File: src/rtl/uart_spi_bridge.sv
// uart_spi_bridge: UART RX bytes -> FIFO -> SPI master transfers; SPI responses -> UART TX. Rev 1.0
// Optional SPI-done watchdog built only when UART_SPI_BRIDGE_TIMEOUT_EN is defined.
`default_nettype none

module uart_spi_bridge #(
  parameter int DATA_W         = 8,
  parameter int FIFO_DEPTH     = 8,
  parameter int ADDR_W         = 3,
  parameter int TIMEOUT_CYCLES = 1024
) (
  input  logic              clk,
  input  logic              reset,
  input  logic [DATA_W-1:0] uart_rx_data,
  input  logic              uart_rx_valid,
  output logic [DATA_W-1:0] spi_tx_data,
  output logic              spi_start,
  input  logic              spi_tx_done,
  input  logic [DATA_W-1:0] spi_rx_data,
  input  logic              spi_rx_valid,
  output logic [DATA_W-1:0] uart_tx_data,
  output logic              uart_tx_start,
  input  logic              uart_tx_ready,
  input  logic              clear_err,
  output logic [ADDR_W:0]   fifo_count,
  output logic              overflow,
  output logic              resp_overrun,
  output logic              timeout_err
);

  typedef enum logic [1:0] {
    S_IDLE  = 2'd0,
    S_START = 2'd1,
    S_WAIT  = 2'd2
  } state_t;

  state_t              state_q, state_d;
  logic [DATA_W-1:0]   mem_q [FIFO_DEPTH];
  logic [ADDR_W-1:0]   wr_ptr_q, wr_ptr_d;
  logic [ADDR_W-1:0]   rd_ptr_q, rd_ptr_d;
  logic [ADDR_W:0]     count_q, count_d;
  logic [DATA_W-1:0]   spi_tx_data_q, spi_tx_data_d;
  logic [DATA_W-1:0]   hold_q, hold_d;
  logic                pending_q, pending_d;
  logic                overflow_q, overflow_d;
  logic                resp_overrun_q, resp_overrun_d;
  logic                timeout_err_q, timeout_err_d;

  logic w_full, w_pop, w_push, w_ovf_set;
  logic w_drain, w_capture, w_ovr_set;
  logic w_timeout_fire;

  // Pointer wrap relies on FIFO_DEPTH == 2**ADDR_W.
  assign w_full    = (count_q == (ADDR_W+1)'(FIFO_DEPTH));
  assign w_pop     = (state_q == S_IDLE) && (count_q != '0);
  assign w_push    = uart_rx_valid && (!w_full || w_pop);
  assign w_ovf_set = uart_rx_valid && w_full && !w_pop;

  always_comb begin
    wr_ptr_d      = wr_ptr_q;
    rd_ptr_d      = rd_ptr_q;
    count_d       = count_q;
    spi_tx_data_d = spi_tx_data_q;
    if (w_push) wr_ptr_d = wr_ptr_q + 1'b1;
    if (w_pop) begin
      rd_ptr_d      = rd_ptr_q + 1'b1;
      spi_tx_data_d = mem_q[rd_ptr_q];
    end
    case ({w_push, w_pop})
      2'b10:   count_d = count_q + 1'b1;
      2'b01:   count_d = count_q - 1'b1;
      default: count_d = count_q;
    endcase
  end

  always_ff @(posedge clk) begin
    if (w_push) mem_q[wr_ptr_q] <= uart_rx_data;
  end

`ifdef UART_SPI_BRIDGE_TIMEOUT_EN
  localparam int TMO_W = (TIMEOUT_CYCLES > 1) ? $clog2(TIMEOUT_CYCLES) : 1;
  logic [TMO_W-1:0] tmo_cnt_q, tmo_cnt_d;

  // Counter sits at zero outside WAIT_DONE, so every entry starts a fresh count.
  assign tmo_cnt_d      = (state_q == S_WAIT) ? tmo_cnt_q + 1'b1 : '0;
  assign w_timeout_fire = (state_q == S_WAIT) && !spi_tx_done &&
                          (tmo_cnt_q == TMO_W'(TIMEOUT_CYCLES - 1));

  always_ff @(posedge clk or negedge reset) begin
    if (!reset) tmo_cnt_q <= '0;
    else        tmo_cnt_q <= tmo_cnt_d;
  end
`else
  assign w_timeout_fire = 1'b0;
`endif

  always_comb begin
    state_d = state_q;
    case (state_q)
      S_IDLE:  if (w_pop) state_d = S_START;
      S_START: state_d = S_WAIT;
      S_WAIT:  if (spi_tx_done || w_timeout_fire) state_d = S_IDLE;
      default: state_d = S_IDLE;
    endcase
  end

  // Response path: the holding register doubles as the UART TX data output.
  assign w_drain   = pending_q && uart_tx_ready;
  assign w_capture = spi_rx_valid && (!pending_q || w_drain);
  assign w_ovr_set = spi_rx_valid && pending_q && !w_drain;

  always_comb begin
    hold_d    = hold_q;
    pending_d = pending_q;
    if (w_drain) pending_d = 1'b0;
    if (w_capture) begin
      hold_d    = spi_rx_data;
      pending_d = 1'b1;
    end
  end

  // Sticky flags: a set in the same cycle as clear_err wins.
  assign overflow_d     = w_ovf_set      || (overflow_q     && !clear_err);
  assign resp_overrun_d = w_ovr_set      || (resp_overrun_q && !clear_err);
  assign timeout_err_d  = w_timeout_fire || (timeout_err_q  && !clear_err);

  always_ff @(posedge clk or negedge reset) begin
    if (!reset) begin
      state_q        <= S_IDLE;
      wr_ptr_q       <= '0;
      rd_ptr_q       <= '0;
      count_q        <= '0;
      spi_tx_data_q  <= '0;
      hold_q         <= '0;
      pending_q      <= 1'b0;
      overflow_q     <= 1'b0;
      resp_overrun_q <= 1'b0;
      timeout_err_q  <= 1'b0;
    end else begin
      state_q        <= state_d;
      wr_ptr_q       <= wr_ptr_d;
      rd_ptr_q       <= rd_ptr_d;
      count_q        <= count_d;
      spi_tx_data_q  <= spi_tx_data_d;
      hold_q         <= hold_d;
      pending_q      <= pending_d;
      overflow_q     <= overflow_d;
      resp_overrun_q <= resp_overrun_d;
      timeout_err_q  <= timeout_err_d;
    end
  end

  assign spi_tx_data   = spi_tx_data_q;
  assign spi_start     = (state_q == S_START);
  assign uart_tx_data  = hold_q;
  assign uart_tx_start = w_drain;
  assign fifo_count    = count_q;
  assign overflow      = overflow_q;
  assign resp_overrun  = resp_overrun_q;
  assign timeout_err   = timeout_err_q;

endmodule

`default_nettype wire

File: config.mk
export PLATFORM = sky130hd
export DESIGN_NAME = uart_spi_bridge
export DESIGN_NICKNAME = d
export VERILOG_FILES = /design/src/rtl/uart_spi_bridge.sv
export SDC_FILE = /design/constraint.sdc
export NUM_CORES = 1
export LEC_CHECK = 0
export CAP_MARGIN = 20
export CORE_UTILIZATION = 45
export CTS_BUF_LIST = sky130_fd_sc_hd__clkbuf_8
export CTS_CLUSTER_SIZE = 8
export DETAILED_ROUTE_END_ITERATION = 6
export PLACE_DENSITY = 0.68
export RECOVER_POWER = 50
export SYNTH_ARGS = -nofsm -noshare
export SYNTH_HDL_FRONTEND = slang
export SYNTH_SLANG_ARGS = --single-unit
File: constraint.sdc
create_clock -name clk -period 3.9 [get_ports clk]
set_input_delay 0.39 -clock clk [delete_from_list [all_inputs] [get_ports clk]]
set_output_delay 0.39 -clock clk [all_outputs]
set_load 0.03 [all_outputs]
==> run_results.csv, run 1 <==
group,metric,value,unit
synth,postSynthCellCount,267,
timing,maxSlewViolCount,33,
power,power.density,721,nW/um2
timing,finalHoldViolations,0,
timing,max-slew-margin-rel,-0.168,
timing,rsz0062_at_grt,"no",
grt,grt_antenna_before_repair,0,
floorplanning,io_pins,48,
status,outcome,"finished with violations",
floorplanning,start_util,0.468,
critical_path,r2r_cells,8,
place,gp_congestion,0.836,
clock_tree,cts_setup_buffers,0,
power,max-vdd-ir-drop,0.317,mV
synth,ys_warn_count,0,
route,via_per_inst,5.40,
hold_path,hold_path.class,"reg2reg",
finish,nets,344,
floorplanning,core_area,8260,um2
synth,syn_nets,293,
timing,min_period,2.55,ns
finish,register_area,2720,um2
run,drv_cap,1,
timing,setup_viol,0,
synth,yosysTopAreaCell,"edfxtp_1",
synth,synth-seq-area-share,0.704,
synth,synth.top_cells.by_area,"edfxtp_1 (50%), dfrtp_1 (21%), mux2i_1 (8.5%), a22oi_1 (3.1%), nand2_1 (2.6%)",
route,first_iter_violations,130,
clock_tree,postCtsHoldBufs,0,
grt,grt_pass1_wl,11.2,mm
floorplanning,fp.dieW,94.7,um
critical_path,slowest_delay,0.69,ns
synth,yosysUniqueCellTypes,34,
clock_tree,clk_latency,0.35,ns
route,routedWlPerCell,17.4,um
grt,grt_usage,0.173,
timing,finalCritPeriodShare,0.653,
status,violations,"max-capacitance violations, max-slew violations",
route,drc_errors,0,
grt,grt_start_max_net_pins,35,
critical_path,cp-end-kind,"flop",
route,wl,7.46,mm
synth,yosysMostFrequentCell,"edfxtp_1",
place,dpl.hpwl,4.88,mm
finish,finish.utilization,0.562,
timing,fmaxAchievable,393,MHz
clock_tree,cts-htree-levels,3,
grt,grt_overflow,0,
clock_tree,clock_path_buffers,2,
critical_path,critPathRequiredTime,4.15,ns
finish,nFillCells,708,
critical_path,path_max_fanout,16,
synth,synth_area,3870,um2
place,io_buffers,47,
clock_tree,root_buffer,"clkbuf_8",
finish,drive_gt1_frac,0.0836,
power,leakage,1.79,nW
timing,tns,0,ns
route,vias,2312,
timing,skew,0.0103,ns
finish,multi_input_area,1070,um2
clock_tree,cts_tree,"done",
grt,grt_pass1_vias,2177,
finish,syn2layout_area_growth,19.9,%
synth,netlist.area_leader.share,0.497,
critical_path,startpoint_type,"primary input",
synth,synth_enable_flop_cells,64,
critical_path,cp.arrival,2.80,ns
hold_path,hold_depth,2,
synth,ys_top_cells_by_count,"edfxtp_1 (64), mux2i_1 (33), dfrtp_1 (32)",
floorplanning,die_y,94.7,um
floorplanning,die_area,8970,um2
synth,synth.avg_cell_area,14.5,um2
clock_tree,cts_sinks,96,
synth,ys_seq_elements,96,
clock_tree,cts_buffers,9,
synth,ys.flop_type,"edfxtp_1",
critical_path,worstPathCellList,"clkdlybuf4s50_1 > nor3_1 > o21ai_0 > ha_1 > inv_1 > a21oi_1 > o22ai_1 > a221oi_1",
clock_tree,cts_resized,0,
timing,worst_slew_pin_slew,1.75,ns
critical_path,cpMaxStageDelayCell,"clkdlybuf4s50_1",
finish,antenna-diode-count,0,
clock_tree,clkTransAtPathRegs,0.09,ns
route,ant_nets,0,
floorplanning,rows,33,
route,dr.pass1.iters,6,
synth,synthArstFlopShare,0.333,
critical_path,criticalPathCategory,"in2reg",
==> routing by layer <==
| metal | part of all wire | global-route usage |
|---|---|---|
| met1 | 0.45 | 0.225 |
| met2 | 0.49 | 0.284 |
| met3 | 0.051 | 0.0395 |
| met4 | 0.012 | 0.0657 |
| met5 | 0 | 0 |
==> sequential cells by signal, indices dropped and copies added, names as in the netlist <==
signal / flops
wr_ptr_q: 3
pending_q: 1
fifo_count: 4
timeout_err: 1
resp_overrun: 1
uart_tx_data: 8
rd_ptr_q: 3
spi_tx_data: 8
state_q: 2
overflow: 1
mem_q: 64
==> layout by cell type (no fill, tap or decap), types with 3 or more instances in the layout <==
| cell type | instances |
|---|---|
| nand2_1 | 27 |
| nor2b_1 | 4 |
| dlygate4sd3_1 | 11 |
| ha_1 | 3 |
| o22ai_1 | 3 |
| nand3_1 | 14 |
| mux2_2 | 8 |
| dfrtp_1 | 32 |
| xnor2_1 | 5 |
| mux2i_1 | 33 |
| nor2_1 | 11 |
| clkdlybuf4s50_1 | 36 |
| inv_1 | 9 |
| nor3_1 | 5 |
| edfxtp_1 | 64 |
| buf_4 | 3 |
| a21oi_1 | 3 |
| a22oi_1 | 16 |
| clkbuf_8 | 10 |
==> worst paths after layout <==
path	start	to	slack [ns]
setup / recovery	uart_rx_valid	fifo_count[1]$_DFFE_PN0P_	1.35
max in group asynchronous	reset	wr_ptr_q[1]$_DFFE_PN0P_	1.85
hold reg to reg	spi_tx_data[0]$_DFFE_PN0N_	spi_tx_data[0]$_DFFE_PN0N_	0.48
min in group asynchronous	reset	rd_ptr_q[2]$_DFFE_PN0N_	1.03
hold / removal	spi_tx_data[0]$_DFFE_PN0N_	spi_tx_data[0]$_DFFE_PN0N_	0.48
setup reg to reg	fifo_count[0]$_DFFE_PN0P_	fifo_count[1]$_DFFE_PN0P_	1.61
==> worst max-delay path: cells and delay by family <==
family                     cells  cell delay, ns
buffers and inverters          2            0.73
adders and majority gates      1            0.34
AOI/OAI and AO/OA              4            0.72
and+or+nand+nor                1            0.61
==> per-stage QoR <==
step	instance area [um2]	power [mW]	worst slack, ns	std cells	hold slack (ns)
after global placement	4450	2.71	1.28	412	0.460
final	4640	3.35	1.35	428	0.476
after detailed placement	4450	2.74	1.14	412	0.463
after floorplan	3870	2.33	1.70	267	0.0944
after CTS	4640	3.37	1.45	428	0.451
after global routing	4640	3.52	1.14	428	0.503
==> kinds of logic after synthesis <==
logic type      after synthesis  synth area share
compound gates               32            0.0585
simple gates                 71            0.0857
fa+ha+maj                     3           0.00970
xor+xnor                      5            0.0113
flops                        96             0.704
mux                          42             0.112
buf+inv                      18            0.0194
==> report_power, final <==
part / internal, mW / switching [mW] / leakage [nW] / total [mW]
logic: 0.504 / 0.748 / 0.721 / 1.25
clock network: 0.307 / 0.320 / 0.106 / 0.627
registers: 1.32 / 0.150 / 0.966 / 1.47
total: 2.13 / 1.22 / 1.79 / 3.35
==> final cells by class <==
cell class | count | share of cell area
repair buffers | 51 | 0.107
inverters | 7 | 0.00566
clock buffers | 10 | 0.0297
flip-flops and latches | 96 | 0.587
well taps | 105 | 0.0283
clock inverters | 6 | 0.0116
multi-input cells | 153 | 0.231
Note: power is estimated with default switching activity, not from simulation.
==> inputs of run 2 (changes only) <==
--- a/config.mk
+++ b/config.mk
@@ -10,7 +10,7 @@
 export CTS_BUF_LIST = sky130_fd_sc_hd__clkbuf_8
 export CTS_CLUSTER_SIZE = 8
 export DETAILED_ROUTE_END_ITERATION = 6
-export PLACE_DENSITY = 0.68
+export PLACE_DENSITY = 0.7
 export RECOVER_POWER = 50
 export SYNTH_ARGS = -nofsm -noshare
 export SYNTH_HDL_FRONTEND = slang
==> constraint.sdc (replaced) <==
create_clock -name clk -period 2.05 [get_ports clk]
set_input_delay 0.205 -clock clk [delete_from_list [all_inputs] [get_ports clk]]
set_output_delay 0.205 -clock clk [all_outputs]
set_load 0.03 [all_outputs]
==> run_results.csv, run 2 (same netlist as run 1, synthesis figures left out) <==
group,metric,value,unit
route,dr.pass1.iters,4,
critical_path,critPathRequiredTime,2.31,ns
place,gp_congestion,0.865,
critical_path,cp-end-kind,"flop",
timing,finalHoldViolations,0,
floorplanning,die_area,8970,um2
power,p_clk_frac,0.182,
place,dpl.hpwl,5.06,mm
floorplanning,die_y,94.7,um
power,power_frac_seq,0.405,
finish,final_common_cell,"edfxtp_1",
finish,mostFrequentLayoutCells,"edfxtp_1 (64), clkdlybuf4s50_1 (37), mux2i_1 (33)",
route,routedWlPerCell,17.4,um
route,vias,2384,
critical_path,path_max_fanout,3,
clock_tree,clk_latency,0.36,ns
timing,maxSlewViolCount,0,
clock_tree,cts_buffers,9,
finish,instances_no_fill,448,
critical_path,rr_startpoint,"fifo_count[1]$_DFFE_PN0P_",
place,dpl-instance-area,4600,um2
timing,finalCritPeriodShare,0.987,
timing,fmaxAchievable,494,MHz
finish,regMostFlops,"mem_q",
critical_path,worst_r2r_endpoint,"fifo_count[1]$_DFFE_PN0P_",
power,leakage,1.90,nW
timing,min_period,2.02,ns
place,dp.cells,429,
timing,skew,0.00991,ns
critical_path,cp.arrival,2.29,ns
floorplanning,io_pins,48,
route,ant_nets,0,
grt,grt_start_max_net_pins,35,
grt,grt_pass1_vias,2312,
critical_path,cp-endpoint,"fifo_count[1]$_DFFE_PN0P_",
critical_path,critPathLaunch,"fifo_count[1]$_DFFE_PN0P_",
route,first_iter_violations,135,
route,via_per_inst,5.32,
grt,grt_usage,0.189,
clock_tree,clkTransAtPathRegs,0.09,ns
critical_path,r2r_slack,0.03,ns
critical_path,startpoint_type,"flop",
route,wl,7.80,mm
clock_tree,cts-htree-levels,3,
run,drv_cap,0,
power,max-vdd-ir-drop,0.626,mV
floorplanning,core_area,8260,um2
grt,grt_overflow,0,
route,drc_errors,0,
floorplanning,fp.dieW,94.7,um
timing,rsz0062_at_grt,"yes",
timing,worst_slew_pin_slew,0.844,ns
floorplanning,rows,33,
clock_tree,cts_sinks,96,
grt,grt_antenna_before_repair,0,
power,internal-power,4.28,mW
clock_tree,clock_path_buffers,2,
floorplanning,start_util,0.468,
clock_tree,cts_tree,"done",
finish,final_area,4830,um2
critical_path,r2r_cells,8,
finish,antenna-diode-count,0,
finish,drive_gt1_frac,0.178,
timing,max-slew-margin-rel,0.438,
status,outcome,"finished, final reports clean",
grt,grt_pass1_wl,12.2,mm
power,swShare,0.365,
power,power_switching,2.46,mW
power,finalPower,6.74,mW
timing,setup_viol,0,
finish,syn2layout_area_growth,24.9,%
hold_path,hold_path.class,"in2reg",
clock_tree,root_buffer,"clkbuf_8",
critical_path,criticalPathCategory,"reg2reg",
finish,nets,364,
finish,largest_reg_flops,64,
power,power.density,1390,nW/um2
power,p_comb_frac,0.414,
place,io_buffers,47,
[run 2: changes by cell type in the layout (fill, tap and decap cells not counted), sizes merged]
| cell | previous run | this run |
|---|---|---|
| clkbuf | 11 | 10 |
| clkdlybuf4s50 | 36 | 37 |
| buf | 3 | 23 |
| clkinv | 1 | 4 |
| dlymetal6s2s | 0 | 1 |
| inv | 10 | 7 |
| clkinvlp | 1 | 2 |
| dlygate4sd3 | 11 | 9 |
[run 2: power by group through the flow]
stage               clock network (mW)  registers [mW]  logic, mW
finish                            1.22            2.73       2.79
detailed placement                   0            2.77       2.73
global route                      1.32            2.77       3.06
CTS                               1.24            2.73       2.73
global placement                     0            2.75       2.68
floorplan                            0            3.06       1.39
[run 2: how the worst min path moves through the flow]
stage                          startpoint                           to  slack (ns)  depth (start not counted)
2_1_floorplan                       reset    fifo_count[0]$_DFFE_PN0P_       -0.09                          0
3_3_place_gp   spi_tx_data[6]$_DFFE_PN0N_   spi_tx_data[6]$_DFFE_PN0N_        0.46                          2
3_5_place_dp   spi_tx_data[0]$_DFFE_PN0N_   spi_tx_data[0]$_DFFE_PN0N_        0.46                          2
4_1_cts                             reset   spi_tx_data[4]$_DFFE_PN0N_        0.25                          2
5_1_grt                    spi_rx_data[0]  uart_tx_data[0]$_DFFE_PN0P_        0.46                          2
6_report                     spi_rx_valid        pending_q$_DFFE_PN0P_        0.44                          3
[run 2: area by class of cell]
class | instances | area (um2)
well taps | 105 | 131
inverters | 7 | 26.3
clock buffers | 9 | 124
clock inverters | 7 | 72.6
multi-input cells | 153 | 1090
repair buffers | 71 | 663
fillers | 669 | 3420
flip-flops and latches | 96 | 2730
[run 2: timing repair]
| action | in CTS | in global routing |
|---|---|---|
| gates resized for setup | 0 | 7 |
| buffers inserted | 0 | 3 |
| endpoints found under the setup margin | 0 | 27 |
| hold buffers | 0 | 0 |
[run 2: per-stage QoR]
stage / setup TNS (ns) / hold WS, ns / utilization / setup WS, ns
2_1_floorplan: -0.0253 / -0.0906 / - / -0.0253
3_3_place_gp: 0 / 0.461 / 0.557 / 0.0135
3_5_place_dp: -0.541 / 0.464 / 0.557 / -0.0539
4_1_cts: 0 / 0.251 / 0.581 / 0.00870
5_1_grt: -0.107 / 0.460 / 0.585 / -0.107
6_report: 0 / 0.438 / 0.585 / 0.0258
[run 2: routing by layer]
metal,up-vias,routed length [um],track usage
met5,-,0,0
met4,0,96,0.0682
met3,10,340,0.0378
met2,69,3930,0.309
met1,1169,3430,0.252
li1,1136,-,-
[run 2: critical path, cell delays in order (launching register included)]
cell and delay, ns:
dfrtp_2 0.42, or4_4 0.56, nand3_2 0.07, o21ai_1 0.06, ha_1 0.32, inv_2 0.04, a21oi_2 0.10, o22ai_1 0.08
a221oi_1 0.27
